**src/rtl/fp_to_tc_serial_if.sv**
```systemverilog
// Handshake bundle for the floating-point to two's-complement decoder.
// master drives the input word and accepts results; slave is the decoder.
interface fp_to_tc_serial_if #(
    parameter int unsigned EXP_W = 3,
    parameter int unsigned MAN_W = 4,
    parameter int unsigned OUT_W = 12
);
    logic             in_valid;
    logic             in_ready;
    logic             S;
    logic [EXP_W-1:0] E;
    logic [MAN_W-1:0] F;
    logic             out_valid;
    logic             out_ready;
    logic [OUT_W-1:0] D;

    modport master (
        output in_valid, S, E, F, out_ready,
        input  in_ready, out_valid, D
    );

    modport slave (
        input  in_valid, S, E, F, out_ready,
        output in_ready, out_valid, D
    );
endinterface

```
**src/rtl/fp_to_tc_serial.sv**
```systemverilog
// Serial decoder: rebuilds the two's-complement value F*2^E (negated when S=1)
// using one left shift per clock instead of a barrel shifter.
module fp_to_tc_serial #(
    parameter int unsigned EXP_W = 3,
    parameter int unsigned MAN_W = 4,
    parameter int unsigned OUT_W = 12
) (
    input  logic             clk,
    input  logic             rst,
    fp_to_tc_serial_if.slave bus
);

    typedef enum logic [1:0] {StIdle, StShift, StDone} state_e;

    state_e             state_q, state_d;
    logic               sgn_q, sgn_d;
    logic [EXP_W-1:0]   cnt_q, cnt_d;
    logic [OUT_W-1:0]   mag_q, mag_d;
    logic [OUT_W-1:0]   d_q, d_d;
    logic               out_valid_q, out_valid_d;

    // Ready only when idle; reset forces it low so nothing is accepted during reset.
    assign bus.in_ready  = (state_q == StIdle) && !rst;
    assign bus.out_valid = out_valid_q;
    assign bus.D         = d_q;

    // Next-state logic: latch the word, shift one bit per cycle, then hold the result.
    always_comb begin
        state_d     = state_q;
        sgn_d       = sgn_q;
        cnt_d       = cnt_q;
        mag_d       = mag_q;
        d_d         = d_q;
        out_valid_d = out_valid_q;
        unique case (state_q)
            StIdle: begin
                if (bus.in_valid) begin
                    sgn_d   = bus.S;
                    cnt_d   = bus.E;
                    mag_d   = {{(OUT_W-MAN_W){1'b0}}, bus.F};
                    state_d = StShift;
                end
            end
            StShift: begin
                if (cnt_q != '0) begin
                    mag_d = mag_q << 1;
                    cnt_d = cnt_q - EXP_W'(1);
                end else begin
                    // Negative zero wraps back to 0 here, never to the most negative code.
                    d_d         = sgn_q ? (~mag_q + OUT_W'(1)) : mag_q;
                    out_valid_d = 1'b1;
                    state_d     = StDone;
                end
            end
            StDone: begin
                if (bus.out_ready) begin
                    out_valid_d = 1'b0;
                    state_d     = StIdle;
                end
            end
            default: state_d = StIdle;
        endcase
    end

    // State registers with synchronous reset that also discards any pending result.
    always_ff @(posedge clk) begin
        if (rst) begin
            state_q     <= StIdle;
            sgn_q       <= 1'b0;
            cnt_q       <= '0;
            mag_q       <= '0;
            d_q         <= '0;
            out_valid_q <= 1'b0;
        end else begin
            state_q     <= state_d;
            sgn_q       <= sgn_d;
            cnt_q       <= cnt_d;
            mag_q       <= mag_d;
            d_q         <= d_d;
            out_valid_q <= out_valid_d;
        end
    end

endmodule
```
**src/flat_wrapper.sv**
```systemverilog
// flat-port wrapper written by rule: the top's interface ports become plain ports
module fp_to_tc_serial_flat 
#(
    parameter int unsigned EXP_W = 3,
    parameter int unsigned MAN_W = 4,
    parameter int unsigned OUT_W = 12
)
  (clk, rst, bus_in_valid, bus_S, bus_E, bus_F, bus_out_ready, bus_in_ready, bus_out_valid, bus_D);
  fp_to_tc_serial_if #(.EXP_W(EXP_W), .MAN_W(MAN_W), .OUT_W(OUT_W)) bus_i ();
  input  logic clk;
  input  logic rst;
  input wire logic [$bits(bus_i.in_valid)-1:0] bus_in_valid;
  input wire logic [$bits(bus_i.S)-1:0] bus_S;
  input wire logic [$bits(bus_i.E)-1:0] bus_E;
  input wire logic [$bits(bus_i.F)-1:0] bus_F;
  input wire logic [$bits(bus_i.out_ready)-1:0] bus_out_ready;
  output wire logic [$bits(bus_i.in_ready)-1:0] bus_in_ready;
  output wire logic [$bits(bus_i.out_valid)-1:0] bus_out_valid;
  output wire logic [$bits(bus_i.D)-1:0] bus_D;
  assign bus_i.in_valid = bus_in_valid;
  assign bus_i.S = bus_S;
  assign bus_i.E = bus_E;
  assign bus_i.F = bus_F;
  assign bus_i.out_ready = bus_out_ready;
  assign bus_in_ready = bus_i.in_ready;
  assign bus_out_valid = bus_i.out_valid;
  assign bus_D = bus_i.D;
  fp_to_tc_serial #(.EXP_W(EXP_W), .MAN_W(MAN_W), .OUT_W(OUT_W)) u_core (.clk(clk), .rst(rst), .bus(bus_i));
endmodule
```
**config.mk**
```make
export PLATFORM = sky130hd
export DESIGN_NAME = fp_to_tc_serial_flat
export DESIGN_NICKNAME = d
export VERILOG_FILES = /design/src/rtl/fp_to_tc_serial_if.sv /design/src/rtl/fp_to_tc_serial.sv /design/src/flat_wrapper.sv
export SDC_FILE = /design/constraint.sdc
export NUM_CORES = 1
export LEC_CHECK = 0
export ABC_AREA = 0
export CORE_MARGIN = 1.5
export CORE_UTILIZATION = 52
export CTS_CLUSTER_DIAMETER = 40
export DETAILED_ROUTE_END_ITERATION = 8
export PLACE_DENSITY = 0.82
export SYNTH_ARGS = -nofsm -noshare
export SYNTH_HDL_FRONTEND = slang
export SYNTH_SLANG_ARGS = --single-unit
```
**constraint.sdc**
```tcl
create_clock -name clk -period 1.9 [get_ports clk]
set_input_delay 0.38 -clock clk [delete_from_list [all_inputs] [get_ports clk]]
set_output_delay 0.38 -clock clk [all_outputs]
set_load 0.005 [all_outputs]
```
# [Yosys cells after proc, flatten, opt, wreduce, memory -nomap -nowiden]
# Index checks and enable logic that the tools add are counted.
[word_totals] register_bits=31 latch_bits=0 ram_bits=0 mem_bits_ro=0 input_bits=12 output_inout_bits=14 memories=0
[classes] n_addsub=2 multipliers=0 div=0 magnitude_cmp=0 eq_ne=6 shifts=0 muxes=14 bitwise=2 reduce_logical=11
[op_table] op="12-bit 2-to-1 mux" n=3
[op_table] op="12-bit case mux with 2 select lines" n=1
[op_table] op="12-bit by 1-bit adder with 12-bit output (second input constant)" n=1
[op_table] op="12-bit inverter" n=1
[op_table] op="3-bit AND reduction" n=3
[op_table] op="2-bit 2-to-1 mux" n=3
[op_table] op="3-bit 2-to-1 mux" n=2
[op_table] op="2-bit != test (second input constant)" n=3
[op_table] op="2-bit case mux with 3 select lines" n=1
[op_table] op="3-bit case mux with 2 select lines" n=1
[op_table] op="2-bit AND reduction" n=2
[op_table] op="2-bit nonzero test" n=2
[op_table] op="3-bit nonzero test" n=1
[op_table] op="3-bit by 1-bit subtractor with 3-bit output (second input constant)" n=1
[op_table] op="2-bit by 1-bit == test with 1-bit output (second input constant)" n=1
[op_table] op="2-bit == test (second input constant)" n=1
[op_table] op="2-bit zero test" n=1
[op_table] op="1-bit 2-to-1 mux" n=2
[op_table] op="2-bit by 1-bit != test with 1-bit output (second input constant)" n=1
[op_table] op="1-bit case mux with 2 select lines" n=1
[op_table] op="1-bit logical AND" n=1
[op_table] op="1-bit zero test" n=1
[op_table] op="1-bit inverter" n=1

# [Longest topological paths before layout]
# Gate-level depths: netlist of the first run.
[depth] ltp_word=3 mapped_depth=7

# [Worst setup path before layout of the first run]
# OpenSTA, ideal clock, no wires.
[synth_path] kind="flip-flop to flip-flop" from="register u_core.cnt_q[0]" to="register u_core.mag_q[8]" arrival_ns=1.530 t_required_ns=1.830 path_slack_ns=0.300 stages_incl_launch_ff=8 period_less_slack_ns=1.600 cell_sequence="dfxtp_1 -> inv_1 -> ha_1 -> nor2b_1 -> a211oi_4 -> buf_2 -> nand3_1 -> a21oi_1"
[synth_between] elab_chain_len=3
[synth_lines] element="from (decl)" line_no="fp_to_tc_serial.sv:17" text="logic [EXP_W-1:0] cnt_q, cnt_d;"
[synth_lines] element="from (signal assigned)" line_no="fp_to_tc_serial.sv:77" text="cnt_q <= cnt_d;"
[synth_lines] element="3-bit nonzero test" line_no="fp_to_tc_serial.sv:45" text="if (cnt_q != '0) begin"
[synth_lines] element="2-bit by 1-bit != test with 1-bit output (no source line)"
[synth_lines] element="3-bit AND reduction (no source line)"
[synth_lines] element="to (signal assigned)" line_no="fp_to_tc_serial.sv:78" text="mag_q <= mag_d;"
[synth_lines] element="to (decl)" line_no="fp_to_tc_serial.sv:18" text="logic [OUT_W-1:0] mag_q, mag_d;"
# No other way between the ends.
# A chain may end at the register's enable or synchronous reset.

# [Worst setup path after layout of the first run]
[layout_path] from="input port rst" to="output port bus_in_ready"
[layout_between] elab_chain_len=2
[layout_lines] element="from (decl)" line_no="flat_wrapper.sv:11" text="input logic rst;"
[layout_lines] element="1-bit zero test" line_no="fp_to_tc_serial.sv:23" text="assign bus.in_ready = (state_q == StIdle) && !rst;"
[layout_lines] element="1-bit logical AND" line_no="fp_to_tc_serial.sv:23"
[layout_lines] element="to (decl)" line_no="flat_wrapper.sv:17" text="output wire logic [$bits(bus_i.in_ready)-1:0] bus_in_ready;"
# No other way between the ends.

==> impl_metrics.ini, run 1 <==
[sta]
finalMaxSlewViolations = 0
fin_skew_ps = 4.551
hold_violations = 0
layout_worst_path_cycle_share_pct = 97.50
tightestPinTransition_ps = 494.7
max_freq_mhz = 539.8
rsz0062_at_grt = false
fin_ws_ps = 47.42
slew_headroom_pct = 66.66
period_minus_slack_ps = 1853
setup_viol = 0
tns_ps = 0
whs_ps = 498.2

[routing]
viasPerCell = 5.748
drt_iter0_markers = 31
num_vias = 1345
wire_per_inst_um = 13.36
wl_mm = 3.126
ant_nets = 0
drc_errors = 0
firstDrtPassIters = 4

[setup_path]
r2r-start = u_core.cnt_q[0]
cp_common_cell = clkdlybuf4s50_1
cp-start-kind = input pin
endpoint = bus_in_ready
cp_data_arrival_time_ps = 1470
cp_max_fo = 2
worst_path_max_delay_cell = clkdlybuf4s50_1
path_buf_inv = 2
cp-end-kind = output port
worstSetupStartpoint = rst
critPathRequiredTime_ps = 1520
cpLargestDelayFamily = buffers and inverters
crit_chain = clkdlybuf4s50_1 -> nor3_1 -> clkdlybuf4s50_1
reg2reg_to = u_core.mag_q[6]
critPathKind = in -> out
reg2reg_depth = 6
rrSetupSlack_ps = 220
cp.depth = 3
critPathMaxStageDelay_ps = 540

[clock_network]
worstSkewPairLatency_ps = 340
cts_buffer_depth = 2
cts_tree = built
clk_pin_slew_ps = 90
tritoncts_num_sinks = 31
cts_hold_buffers = 0
h-tree-depth = 2
clockRootBuffer = clkbuf_4
cts-buffers-inserted = 5

[floorplanning]
fp.dieW_um = 57.12
coreArea_um2 = 2758
rows = 19
io_pins = 26
die_area_um2 = 3262
fp.dieH_um = 57.12
start_util_pct = 55.22

[global_route]
grt_start_max_net_pins = 34
track_usage_pct = 20.66
grt_pass1_vias = 1213
antenna_found_initial = 0
grt_overflow_total = 0
grt_pass1_wl_mm = 5.126

[logic_synthesis]
synthAdderAreaFrac_pct = 2.465
synth_edf_count = 0
synth_compound_area_share_pct = 22.43
synth_seq_area_share_pct = 40.76
synth.area.top_cells = dfxtp_1, nor2_1, a211oi_1
synth_top_family_by_area = compound AO/OA/AOI/OAI gates
synth_fp_nets = 191
avgSynthCellArea_um2 = 8.652
synth_seq_cells = 31
yosys.area_share.simple_pct = 21.77
synth_cells = 176
synth_xor_area_share_pct = 5.177
netlist.area_leader.share_pct = 40.76
ys_async_sr_fraction_pct = 0
synth_warnings = 0
yosysUniqueCellTypes = 37
syn_area_um2 = 1523
synth_largest_area_cell = dfxtp_1
muxShareOfSynthArea_pct = 1.972
ys.flop_type = dfxtp_1

[layout]
post-route-cell-area_um2 = 1906
final_core_util_pct = 69.10
area_growth_syn_to_layout_pct = 25.14
antenna_cells = 0
final_common_cell = dfxtp_1
mostFrequentLayoutCells = dfxtp_1, nor2_1, clkdlybuf4s50_1
drive_above_1_share_pct = 11.82
nNetsFinal = 217

[hold_path]
hold_class = reg -> reg

[place]
gp_congestion = 0.7782
portBuffers = 25
placedInstanceArea_um2 = 1836
place_ws_ps = 43.43
hpwlAfterDp_mm = 2.265

[power]
power_per_cell_area_nw_per_um2 = 948.1
peakVddDrop_mv = 0.7070
intPower_w = 0.001231
p_comb_share_pct = 31.9
power.leakage_nw = 0.6922
p_sw_share_pct = 31.84
power_frac_seq_pct = 43.5
p_clk_share_pct = 24.6
switchingPower_w = 0.0005753

[run_status]
status = complete, no violations

[run]
max_cap_violations = 0
==> worst min path at each step <==
stage | from | to | slack, ps | cells after the start
6_report | u_core.bus.out_valid | u_core.bus.out_valid | 500 | 2
2_1_floorplan | u_core.mag_q[10] | u_core.mag_q[10] | 460 | 2
3_5_place_dp | u_core.bus.out_valid | u_core.bus.out_valid | 480 | 2
3_3_place_gp | u_core.bus.out_valid | u_core.bus.out_valid | 470 | 2
4_1_cts | u_core.bus.out_valid | u_core.bus.out_valid | 500 | 2
5_1_grt | u_core.bus.D[3] | u_core.bus.D[3] | 520 | 2
==> cell usage after synthesis (2+ instances only) <==
library cell  count
a211o_1           2
a211oi_1         12
a21oi_1          13
a311oi_1          3
buf_2             6
clkbuf_1          7
dfxtp_1          31
ha_1              3
inv_1             5
mux2i_1           3
nand2_1          16
nand2b_1          3
nand3_1           7
nor2_1           28
nor2b_1           3
nor3b_1           2
nor4bb_1          2
o21ai_1           3
o31ai_2           2
xor2_1            8
==> power by group through the flow <==
stage	Sequential, W	Combinational [W]	Clock (W)
2_1_floorplan	0.000786	0.000370	0
3_3_place_gp	0.000796	0.000555	0
3_5_place_dp	0.000800	0.000577	0
4_1_cts	0.000786	0.000579	0.000453
5_1_grt	0.000799	0.000633	0.000472
6_report	0.000786	0.000576	0.000445
==> per-stage QoR <==
| step | std cells | total power, W |
|---|---|---|
| after floorplan | 176 | 0.001156 |
| after global placement | 226 | 0.001351 |
| after detailed placement | 226 | 0.001377 |
| after CTS | 234 | 0.001818 |
| after global routing | 234 | 0.001903 |
| final | 234 | 0.001807 |
==> registers in the layout, summed over array words and instances (netlist names) <==
signal	flops
u_core.bus.out_valid	1
u_core.mag_q	12
u_core.cnt_q	3
u_core.state_q	2
u_core.bus.D	12
u_core.sgn_q	1
==> worst reg2reg max path, cell delays in order (launching register included) <==
cell	delay [ps]
dfxtp_1	320
inv_1	100
ha_1	180
nor2b_1	330
a211o_1	410
nand2_1	140
a21oi_1	140
==> final cells by class <==
cell class / count / area (um^2)
clock buffer: 8 / 68.82
fill: 228 / 852.1
inverter: 5 / 18.77
multi-input combinational: 126 / 834.6
sequential: 31 / 621.8
tap: 31 / 38.79
timing repair buffer: 33 / 322.8
==> per-layer routing <==
| metal | global-route usage, % | wire length, um |
|---|---|---|
| met3 | 4.762 | 112 |
| met2 | 36.95 | 1622 |
| met4 | 13.62 | 85 |
| met1 | 21.41 | 1306 |
| met5 | 0 | 0 |
==> logic make-up after synthesis <==
logic type,Yosys count
compound gates,43
xor+xnor,9
fa+ha+maj,3
buf+inv,19
flops,31
mux,3
simple gates,68
==> repair_timing <==
| action | CTS | global route |
|---|---|---|
| endpoints found under the hold margin | 0 | 0 |
| endpoints found under the setup margin | 1 | 0 |
| resized for setup | 1 | 0 |
| setup buffers | 0 | 0 |
Power figures use the tool's default switching activity.
==> run 2, diff against run 1 <==
--- a/config.mk
+++ b/config.mk
@@ -11,6 +11,7 @@
 export CTS_CLUSTER_DIAMETER = 40
 export DETAILED_ROUTE_END_ITERATION = 8
 export PLACE_DENSITY = 0.82
+export SLEW_MARGIN = 20
 export SYNTH_ARGS = -nofsm -noshare
 export SYNTH_HDL_FRONTEND = slang
 export SYNTH_SLANG_ARGS = --single-unit
==> results of run 2 <==
Final layout, timing and power as in run 1 (identical DEF).
